`config.mk`:
```
export PLATFORM = sky130hd
export DESIGN_NAME = rf_wb_arbiter
export DESIGN_NICKNAME = d
export VERILOG_FILES = /design/src/rtl/rf_wb_arbiter.sv
export SDC_FILE = /design/constraint.sdc
export NUM_CORES = 1
export LEC_CHECK = 0
export ABC_CLOCK_PERIOD_IN_PS = 5100
export BUFFER_PORTS_ARGS = -buffer_cell sky130_fd_sc_hd__clkbuf_2
export CAP_MARGIN = 5
export CORE_AREA = 2 2 112 114
export DETAILED_ROUTE_END_ITERATION = 7
export DIE_AREA = 0 0 114 116
export GPL_TIMING_DRIVEN = 0
export PLACE_DENSITY = 0.95
export SETUP_SLACK_MARGIN = 0.3
export SYNTH_ARGS = -nofsm -noshare
export SYNTH_HDL_FRONTEND = slang
export SYNTH_SLANG_ARGS = --single-unit
export TNS_END_PERCENT = 30
```
`constraint.sdc`:
```
create_clock -name clk -period 5.1 [get_ports clk]
set_clock_uncertainty 0.2 [all_clocks]
set_input_delay 0.51 -clock clk [delete_from_list [all_inputs] [get_ports clk]]
set_output_delay 0.51 -clock clk [all_outputs]
set_load 0.1 [all_outputs]
```
`src/rtl/rf_wb_arbiter.sv`:
```
// rf_wb_arbiter: write-back arbiter and RAW scoreboard for the 32x32 register file.
// Ports:
//   clk, reset          - clock, async active-high reset
//   a_we/a_wa/a_wd/a_pc - in-order WB stage write (port A, always wins)
//   b_valid/b_wa/b_wd/b_pc, b_ready - long-latency result handshake (port B)
//   iss_valid/iss_wa    - port-B issue, marks destination busy
//   ra1/ra2, stall      - decode sources and decode hold request
//   we3/wa3/wd3/pc      - registered register-file write port
//   err                 - sticky protocol-violation flag
// Optional: define RF_ARB_TRACE_EN to print each committed write.
module rf_wb_arbiter #(
    parameter int STARVE_MAX = 4
) (
    input  logic        clk,
    input  logic        reset,
    input  logic        a_we,
    input  logic [4:0]  a_wa,
    input  logic [31:0] a_wd,
    input  logic [31:0] a_pc,
    input  logic        b_valid,
    input  logic [4:0]  b_wa,
    input  logic [31:0] b_wd,
    input  logic [31:0] b_pc,
    output logic        b_ready,
    input  logic        iss_valid,
    input  logic [4:0]  iss_wa,
    input  logic [4:0]  ra1,
    input  logic [4:0]  ra2,
    output logic        stall,
    output logic        we3,
    output logic [4:0]  wa3,
    output logic [31:0] wd3,
    output logic [31:0] pc,
    output logic        err
);

    typedef enum logic [1:0] {
        IDLE  = 2'd0,
        WAIT  = 2'd1,
        FORCE = 2'd2
    } state_t;

    state_t      state;
    logic [3:0]  cnt;
    logic [31:0] busy;
    logic [31:0] busy_nxt;
    logic        a_win;
    logic        b_clr;
    logic        iss_set;
    logic        err_set;
    logic [3:0]  cnt_inc;

    // Writes to $0 are discarded, so they never block port B.
    assign a_win   = a_we && (a_wa != 5'd0);
    assign b_ready = b_valid && !a_win;
    assign b_clr   = b_ready && (b_wa != 5'd0);
    assign iss_set = iss_valid && (iss_wa != 5'd0);
    assign cnt_inc = cnt + 4'd1;

    assign stall = (ra1 != 5'd0 && busy[ra1])
                 | (ra2 != 5'd0 && busy[ra2])
                 | (state == FORCE);

    // Clear first so a same-cycle re-issue keeps the register busy.
    always_comb begin
        busy_nxt = busy;
        if (b_clr) begin
            busy_nxt[b_wa] = 1'b0;
        end
        if (iss_set) begin
            busy_nxt[iss_wa] = 1'b1;
        end
        busy_nxt[0] = 1'b0;
    end

    always_comb begin
        err_set = 1'b0;
        if (iss_set && busy[iss_wa] && !(b_clr && b_wa == iss_wa)) begin
            err_set = 1'b1;
        end
        if (a_win && busy[a_wa]) begin
            err_set = 1'b1;
        end
        if (a_win && state == FORCE) begin
            err_set = 1'b1;
        end
        if (b_valid && b_wa != 5'd0 && !busy[b_wa]) begin
            err_set = 1'b1;
        end
    end

    always_ff @(posedge clk or posedge reset) begin
        if (reset) begin
            busy <= '0;
            err  <= 1'b0;
        end else begin
            busy <= busy_nxt;
            if (err_set) begin
                err <= 1'b1;
            end
        end
    end

    // cnt counts every ungranted b_valid cycle, including the one that
    // leaves IDLE, so FORCE follows exactly STARVE_MAX waiting cycles.
    always_ff @(posedge clk or posedge reset) begin
        if (reset) begin
            state <= IDLE;
            cnt   <= 4'd0;
        end else if (!b_valid || b_ready) begin
            state <= IDLE;
            cnt   <= 4'd0;
        end else begin
            unique case (state)
                IDLE, WAIT: begin
                    cnt <= cnt_inc;
                    if (cnt_inc >= 4'(STARVE_MAX)) begin
                        state <= FORCE;
                    end else begin
                        state <= WAIT;
                    end
                end
                FORCE: begin
                    state <= FORCE;
                end
                default: begin
                    state <= IDLE;
                    cnt   <= 4'd0;
                end
            endcase
        end
    end

    always_ff @(posedge clk or posedge reset) begin
        if (reset) begin
            we3 <= 1'b0;
            wa3 <= 5'd0;
            wd3 <= 32'd0;
            pc  <= 32'd0;
        end else begin
            unique case (1'b1)
                a_win: begin
                    we3 <= 1'b1;
                    wa3 <= a_wa;
                    wd3 <= a_wd;
                    pc  <= a_pc;
                end
                b_ready: begin
                    // A $0 result completes the handshake but never writes.
                    we3 <= (b_wa != 5'd0);
                    wa3 <= b_wa;
                    wd3 <= b_wd;
                    pc  <= b_pc;
                end
                default: begin
                    we3 <= 1'b0;
                end
            endcase
        end
    end

`ifdef RF_ARB_TRACE_EN
    always @(posedge clk) begin
        if (!reset && we3) begin
            $display("%d@%h: $%d <= %h", $time, pc, wa3, wd3);
        end
    end
`endif

endmodule
```
==> reports/metrics.cfg, run 1 <==
[final_layout]
regArea_mm2=0.00270
nets=984
syn_to_final_growth_pct=26.1
final_core_util_pct=66.8
multi_input_comb_area_mm2=0.00337
layout_common_cells=212 x clkbuf_2, 108 x dfrtp_1, 104 x o21ai_0
num-fill-cells=921
drive_above_1_share_pct=36.3
layout_commonest_cell=clkbuf_2
final_area_mm2=0.00795

[synthesis]
yosysTopAreaCellShare_pct=42.8
syn_inst=600
synth-seq-cells=108
synth_cell_types=46
synthFlopType=dfrtp_1
synth_nets=759
syn_avg_cell_area_um2=10.5
ys_seq_area_share_pct=42.8
async_reset_ff_share_pct=100
syn_area_mm2=0.00631
synthTopCellsByArea=dfrtp_1 43%, mux2i_1 15%, mux4_2 12%
synth-edff-count=0
post-synth-top-area-cell=dfrtp_1
ys.warnings.count=0

[place]
placed_area_mm2=0.00758
gp_congestion=0.989
dp_slack_ns=1.99
dpl.hpwl_mm=15.2
port_buffers=212

[timing]
rsz0062_at_grt=false
finalSetupViolCount=0
worstMarginPinSlew_ns=0.828
layout_min_cycle_time_ns=3.16
slew_violations=0
max_freq_mhz=317
setup_ws_ns=1.94
timing.final.hold_violations=0
min_period_over_period_pct=61.9
max_slew_margin_pct=44.8
fin_tns_setup_ns=0
timing.hold.ws_ns=0.153

[worst_setup_path]
path_class=reg2out
start_kind=flip-flop
arrival_ns=2.45
endpoint_kind=output port
crit_required_ns=4.39
critical_path.max_fanout=6

[die]
dieArea_mm2=0.0132
ios=231
rows=40
start_util_pct=53.0
core-area_mm2=0.0119
die_h_um=116
die_w_um=114

[grt]
grt_use_total_pct=30.9
grt_pass1_wl_mm=30.8
grt_max_degree=74
grt_pass1_vias=5908
grt_overflow_total=0
antenna_found_initial=2

[power]
switching_power_w=0.00121
p_seq_share_pct=37.6
swShare_pct=40.4
cellInternalPower_w=0.00178
p_clk_share_pct=27.5
vdd_drop_max_uv=313
p_comb_share_pct=34.9
p_per_area_mw_per_mm2=376
p_leak_nw=3.82

[clock_tree]
cts_tree=done
h-tree-depth=3
root_buffer=clkbuf_16
cts_sinks=108
cts_inserted_buffers=9
cts_buffer_depth=2
clock_latency_ns=0.36
ctsResizeCount=0
clk_pin_slew_ns=0.07
postCtsSetupBuffers=0

[detailed_routing]
via_count=6054
drt_iter0_drc=662
drc=0
routed_wl_mm=20.2
viasPerCell=6.18
ant_nets=0
wl_per_cell_um=20.7
drtPass1Iterations=5

[run_status]
status=finished, final reports clean

[min_path]
holdCritPathClass=in2reg

[flow_run]
drv_cap=0

==> worst max-delay path: stages (launching register included) <==
cell and delay [ns]:
dfrtp_1 0.48, mux2i_1 0.12, mux4_2 0.48, mux4_2 0.47, nand3_1 0.10, clkbuf_2 0.45
==> sequential cells by signal (all words and copies together) (netlist names) <==
register	count
wa3	5
cnt	4
state	2
err	1
pc	32
we3	1
busy	31
wd3	32
==> repair_timing <==
action | in CTS | in global routing
hold endpoints to repair | 35 | 0
hold buffers | 1 | 0
setup endpoints to repair | 0 | 0
==> kinds of logic (layout without fill, tap and decap cells) <==
kind of cell | Yosys count | in the layout | synth area share (%)
xor gates and xnor gates | 6 | 6 | 0.833
AOI/OAI and AO/OA | 154 | 154 | 13.3
DFF | 108 | 108 | 42.8
adders and majority gates | 1 | 1 | 0.198
and+or+nand+nor | 150 | 150 | 11.6
muxes | 129 | 129 | 27.5
other | 0 | 2 | 0
buffers and inverters | 52 | 282 | 3.75
==> power by group through the flow <==
stage / clock, W / sequential [W] / combinational [W]
floorplan: 0 / 0.00147 / 0.000415
global placement: 0 / 0.00112 / 0.00100
detailed placement: 0 / 0.00113 / 0.00104
CTS: 0.000830 / 0.00111 / 0.00104
global route: 0.000866 / 0.00113 / 0.00110
finish: 0.000824 / 0.00112 / 0.00104
==> layout make-up <==
class | instances | area share (%)
Multi-Input combinational cell | 440 | 42.4
Sequential cell | 108 | 34.0
Timing Repair Buffer | 214 | 13.8
Clock buffer | 9 | 2.83
Buffer | 49 | 2.83
Tap cell | 147 | 2.31
Clock inverter | 7 | 1.62
Inverter | 3 | 0.173
Antenna cell | 2 | 0.0629
==> synthesized netlist by cell type, types with 2 or more instances <==
library cell	number
buf_2	21
o21ai_1	29
nor2_1	13
o21ai_0	104
mux2_2	2
nor3_1	3
clkbuf_1	20
nand3_1	7
nand2b_1	10
or3b_2	4
or3_1	2
mux2i_1	92
mux4_2	35
o221ai_1	2
nand2_1	82
buf_4	2
or2_1	2
nand3_2	2
nand4_1	3
nor2b_1	5
nor3b_1	4
nand3b_1	6
o2111ai_1	2
dfrtp_1	108
a21oi_1	7
buf_1	5
xor2_1	6
inv_1	3
and2_1	2
==> stage by stage <==
step                      cells  power [W]
after global placement      959    0.00212
after CTS                   977    0.00298
after detailed placement    960    0.00216
after global routing        978    0.00310
after floorplan             600    0.00189
final                       979    0.00299
==> metal layers <==
metal  GRT usage (%)  routed length, um  vias up
met5               0                  0        -
met4            14.1                663        0
met3            9.52               2200       67
met2            50.5              10100      429
met1            38.0               7300     2908
li1                -                  -     2650
==> path summary, 6_finish.rpt <==
check                                   startpoint            endpoint  slack, ns  cells after the start
worst max register to register  busy[23]$_DFF_PP0_     err$_DFFE_PP0P_       2.79                      5
max in group asynchronous                    reset  busy[20]$_DFF_PP0_       3.49                      4
min in group asynchronous                    reset  pc[10]$_DFFE_PP0P_       0.52                      3
worst max-delay path             busy[7]$_DFF_PP0_               stall       1.94                      5
worst min register to register  state[0]$_DFF_PP0_  state[1]$_DFF_PP0_       0.28                      1
worst min-delay path                      a_pc[16]  pc[16]$_DFFE_PP0P_       0.15                      3
No activity file was read; power rests on OpenSTA's default activity.
==> run 2: changes to the inputs <==
--- a/config.mk
+++ b/config.mk
@@ -5,14 +5,15 @@
 export SDC_FILE = /design/constraint.sdc
 export NUM_CORES = 1
 export LEC_CHECK = 0
-export ABC_CLOCK_PERIOD_IN_PS = 5100
+export ABC_AREA = 1
+export ABC_CLOCK_PERIOD_IN_PS = 2900
 export BUFFER_PORTS_ARGS = -buffer_cell sky130_fd_sc_hd__clkbuf_2
 export CAP_MARGIN = 5
-export CORE_AREA = 2 2 112 114
+export CORE_AREA = 2 2 122 124
 export DETAILED_ROUTE_END_ITERATION = 7
-export DIE_AREA = 0 0 114 116
+export DIE_AREA = 0 0 124 126
 export GPL_TIMING_DRIVEN = 0
-export PLACE_DENSITY = 0.95
+export PLACE_DENSITY = 0.88
 export SETUP_SLACK_MARGIN = 0.3
 export SYNTH_ARGS = -nofsm -noshare
 export SYNTH_HDL_FRONTEND = slang
==> constraint.sdc (replaced) <==
create_clock -name clk -period 2.9 [get_ports clk]
set_clock_uncertainty 0.2 [all_clocks]
set_input_delay 0.29 -clock clk [delete_from_list [all_inputs] [get_ports clk]]
set_output_delay 0.29 -clock clk [all_outputs]
set_load 0.1 [all_outputs]
==> reports/metrics.cfg, run 2 <==
[run_status]
status=finished, final reports clean

[final_layout]
layout_common_cells=436 x nand2_1, 224 x clkbuf_2, 128 x dlygate4sd3_1
reg_top3=pc: 32 flops, wd3: 32 flops, busy: 31 flops
nets=1496
num-fill-cells=1151
final_area_mm2=0.00946
syn_to_final_growth_pct=45.6
drive_above_1_share_pct=21.8
instances_no_fill=1526
num_antenna_cells=0
layout_commonest_cell=nand2_1

[clock_tree]
clock_latency_ns=0.36
h-tree-depth=3
cts_inserted_buffers=9
cts_buffer_depth=2
clk_pin_slew_ns=0.07
cts_sinks=108
postCtsSetupBuffers=0
cts_tree=done
root_buffer=clkbuf_16

[synthesis]
synth_compound_area_share_pct=9.82
ys_seq_area_share_pct=41.6
yosysTopAreaCellShare_pct=41.6
syn_inst=971
synth-seq-cells=108
syn_avg_cell_area_um2=6.69
synthMuxAreaShare_pct=0
yosysMostFrequentCell=nand2_1
synth_cell_types=33
synth_common_cells=436 x nand2_1, 126 x nand3_1, 108 x dfrtp_1, 79 x inv_1, 74 x o21ai_0
synth_top_family_by_area=simple AND/OR/NAND/NOR gates
ys.warnings.count=0
synth_fa_ha_area_share_pct=0.193
syn_area_mm2=0.00650
synthFlopType=dfrtp_1
synthTopCellsByArea=dfrtp_1 42%, nand2_1 25%, nand3_1 9.7%
async_reset_ff_share_pct=100
synth-xor-area-share_pct=0.539
synth_nets=1130
synth-edff-count=0
synthSimpleGateAreaFrac_pct=39.3
post-synth-top-area-cell=dfrtp_1

[timing]
max_freq_mhz=416
finalSetupViolCount=0
rsz0062_at_grt=false
min_period_over_period_pct=82.8
worstMarginPinSlew_ns=0.663
fin_tns_setup_ns=0
timing.final.hold_violations=0
slew_violations=0
layout_min_cycle_time_ns=2.40
max_slew_margin_pct=56.0

[detailed_routing]
wl_per_cell_um=18.7
drc=0
routed_wl_mm=28.5
drt_iter0_drc=626
ant_nets=0
viasPerCell=5.57
drtPass1Iterations=7
via_count=8504

[min_path]
hold_start=b_valid
holdCritPathClass=in2reg

[worst_setup_path]
arrival_ns=1.91
start_kind=flip-flop
path_class=reg2out
endpoint_kind=output port
crit_required_ns=2.41
r2r_start=busy[9]$_DFF_PP0_
worstSetupStartpoint=busy[15]$_DFF_PP0_
critical_path.max_fanout=4

[grt]
antenna_found_initial=0
grt_pass1_wl_mm=43.9
grt_max_degree=45
grt_use_total_pct=36.9
grt_pass1_vias=8463
grt_overflow_total=0

[flow_run]
drv_cap=0

[die]
start_util_pct=45.4
die_h_um=126
rows=44
dieArea_mm2=0.0156
core-area_mm2=0.0143
die_w_um=124
ios=231

[place]
placed_area_mm2=0.00790
gp_congestion=0.957
dpl.hpwl_mm=17.7
port_buffers=225
dp.cells=1382

[power]
p_leak_nw=5.02
p_per_area_mw_per_mm2=561
vdd_drop_max_uv=351

==> run 2: worst max-delay path: stages, from the launching register on <==
cell      delay, ns
dfrtp_1        0.43
inv_1          0.20
nand2_1        0.07
o211ai_1       0.10
nand3_1        0.09
nand2_1        0.07
nand2_1        0.05
nand2_1        0.05
nand2_1        0.05
nor2_1         0.09
nand3_1        0.07
clkbuf_4       0.28
==> run 2: final timing paths <==
check	cells past startpoint	endpoint	slack, ns
worst min-delay path	3	we3$_DFF_PP0_	0.03
worst max register to register	10	err$_DFFE_PP0P_	1.25
min in group asynchronous	3	pc[7]$_DFFE_PP0P_	0.35
worst max-delay path	11	stall	0.50
worst min register to register	1	state[1]$_DFF_PP0_	0.27
max in group asynchronous	4	busy[15]$_DFF_PP0_	1.53
==> run 2: layout make-up <==
| type | instances | area (um^2) | area share, % |
|---|---|---|---|
| clock inverters | 2 | 17.5 | 0.185 |
| repair buffers | 355 | 2450 | 25.9 |
| inverters | 85 | 325 | 3.44 |
| multi-input cells | 739 | 3240 | 34.2 |
| plain buffers | 39 | 236 | 2.50 |
| clock buffers | 14 | 264 | 2.79 |
| well taps | 184 | 230 | 2.43 |
| flip-flops and latches | 108 | 2700 | 28.6 |
==> run 2: through the flow <==
stage / total power [W] / hold WS (ns) / utilization [%] / worst slack (ns)
global route: 0.00552 / 0.0555 / 66.1 / 0.362
global placement: 0.00380 / 0.254 / 54.9 / 0.428
finish: 0.00530 / 0.0346 / 66.1 / 0.499
CTS: 0.00519 / 0.000229 / 66.1 / 0.421
detailed placement: 0.00382 / 0.166 / 55.2 / 0.564
floorplan: 0.00326 / 0.210 / - / 0.541
==> run 2: cells by family (layout without fill, tap and decap cells) <==
logic type,after synthesis,in the layout
AOI/OAI and AO/OA,119,119
buffers and inverters,124,495
and+or+nand+nor,615,615
xor gates and xnor gates,4,4
DFF,108,108
adders and majority gates,1,1
==> run 2: what timing repair did <==
| item | CTS | global route |
|---|---|---|
| endpoints found under the hold margin | 86 | 0 |
| setup endpoints to repair | 0 | 1 |
| resized for setup | 0 | 2 |
| hold buffers | 128 | 0 |
==> run 2: metal layers <==
metal / global-route usage, % / routed length (um) / vias to the layer above
met5: 0 / 0 / -
met4: 27.4 / 2380 / 0
met3: 11.5 / 3070 / 176
met2: 57.2 / 13000 / 622
met1: 42.5 / 10100 / 3863
li1: - / - / 3843
==> run 2: where the power goes <==
group	switching (W)	total, W	internal (W)
Sequential	0.000316	0.00202	0.00171
Combinational	0.00148	0.00208	0.000595
Clock	0.000569	0.00121	0.000637
Total	0.00236	0.00530	0.00294
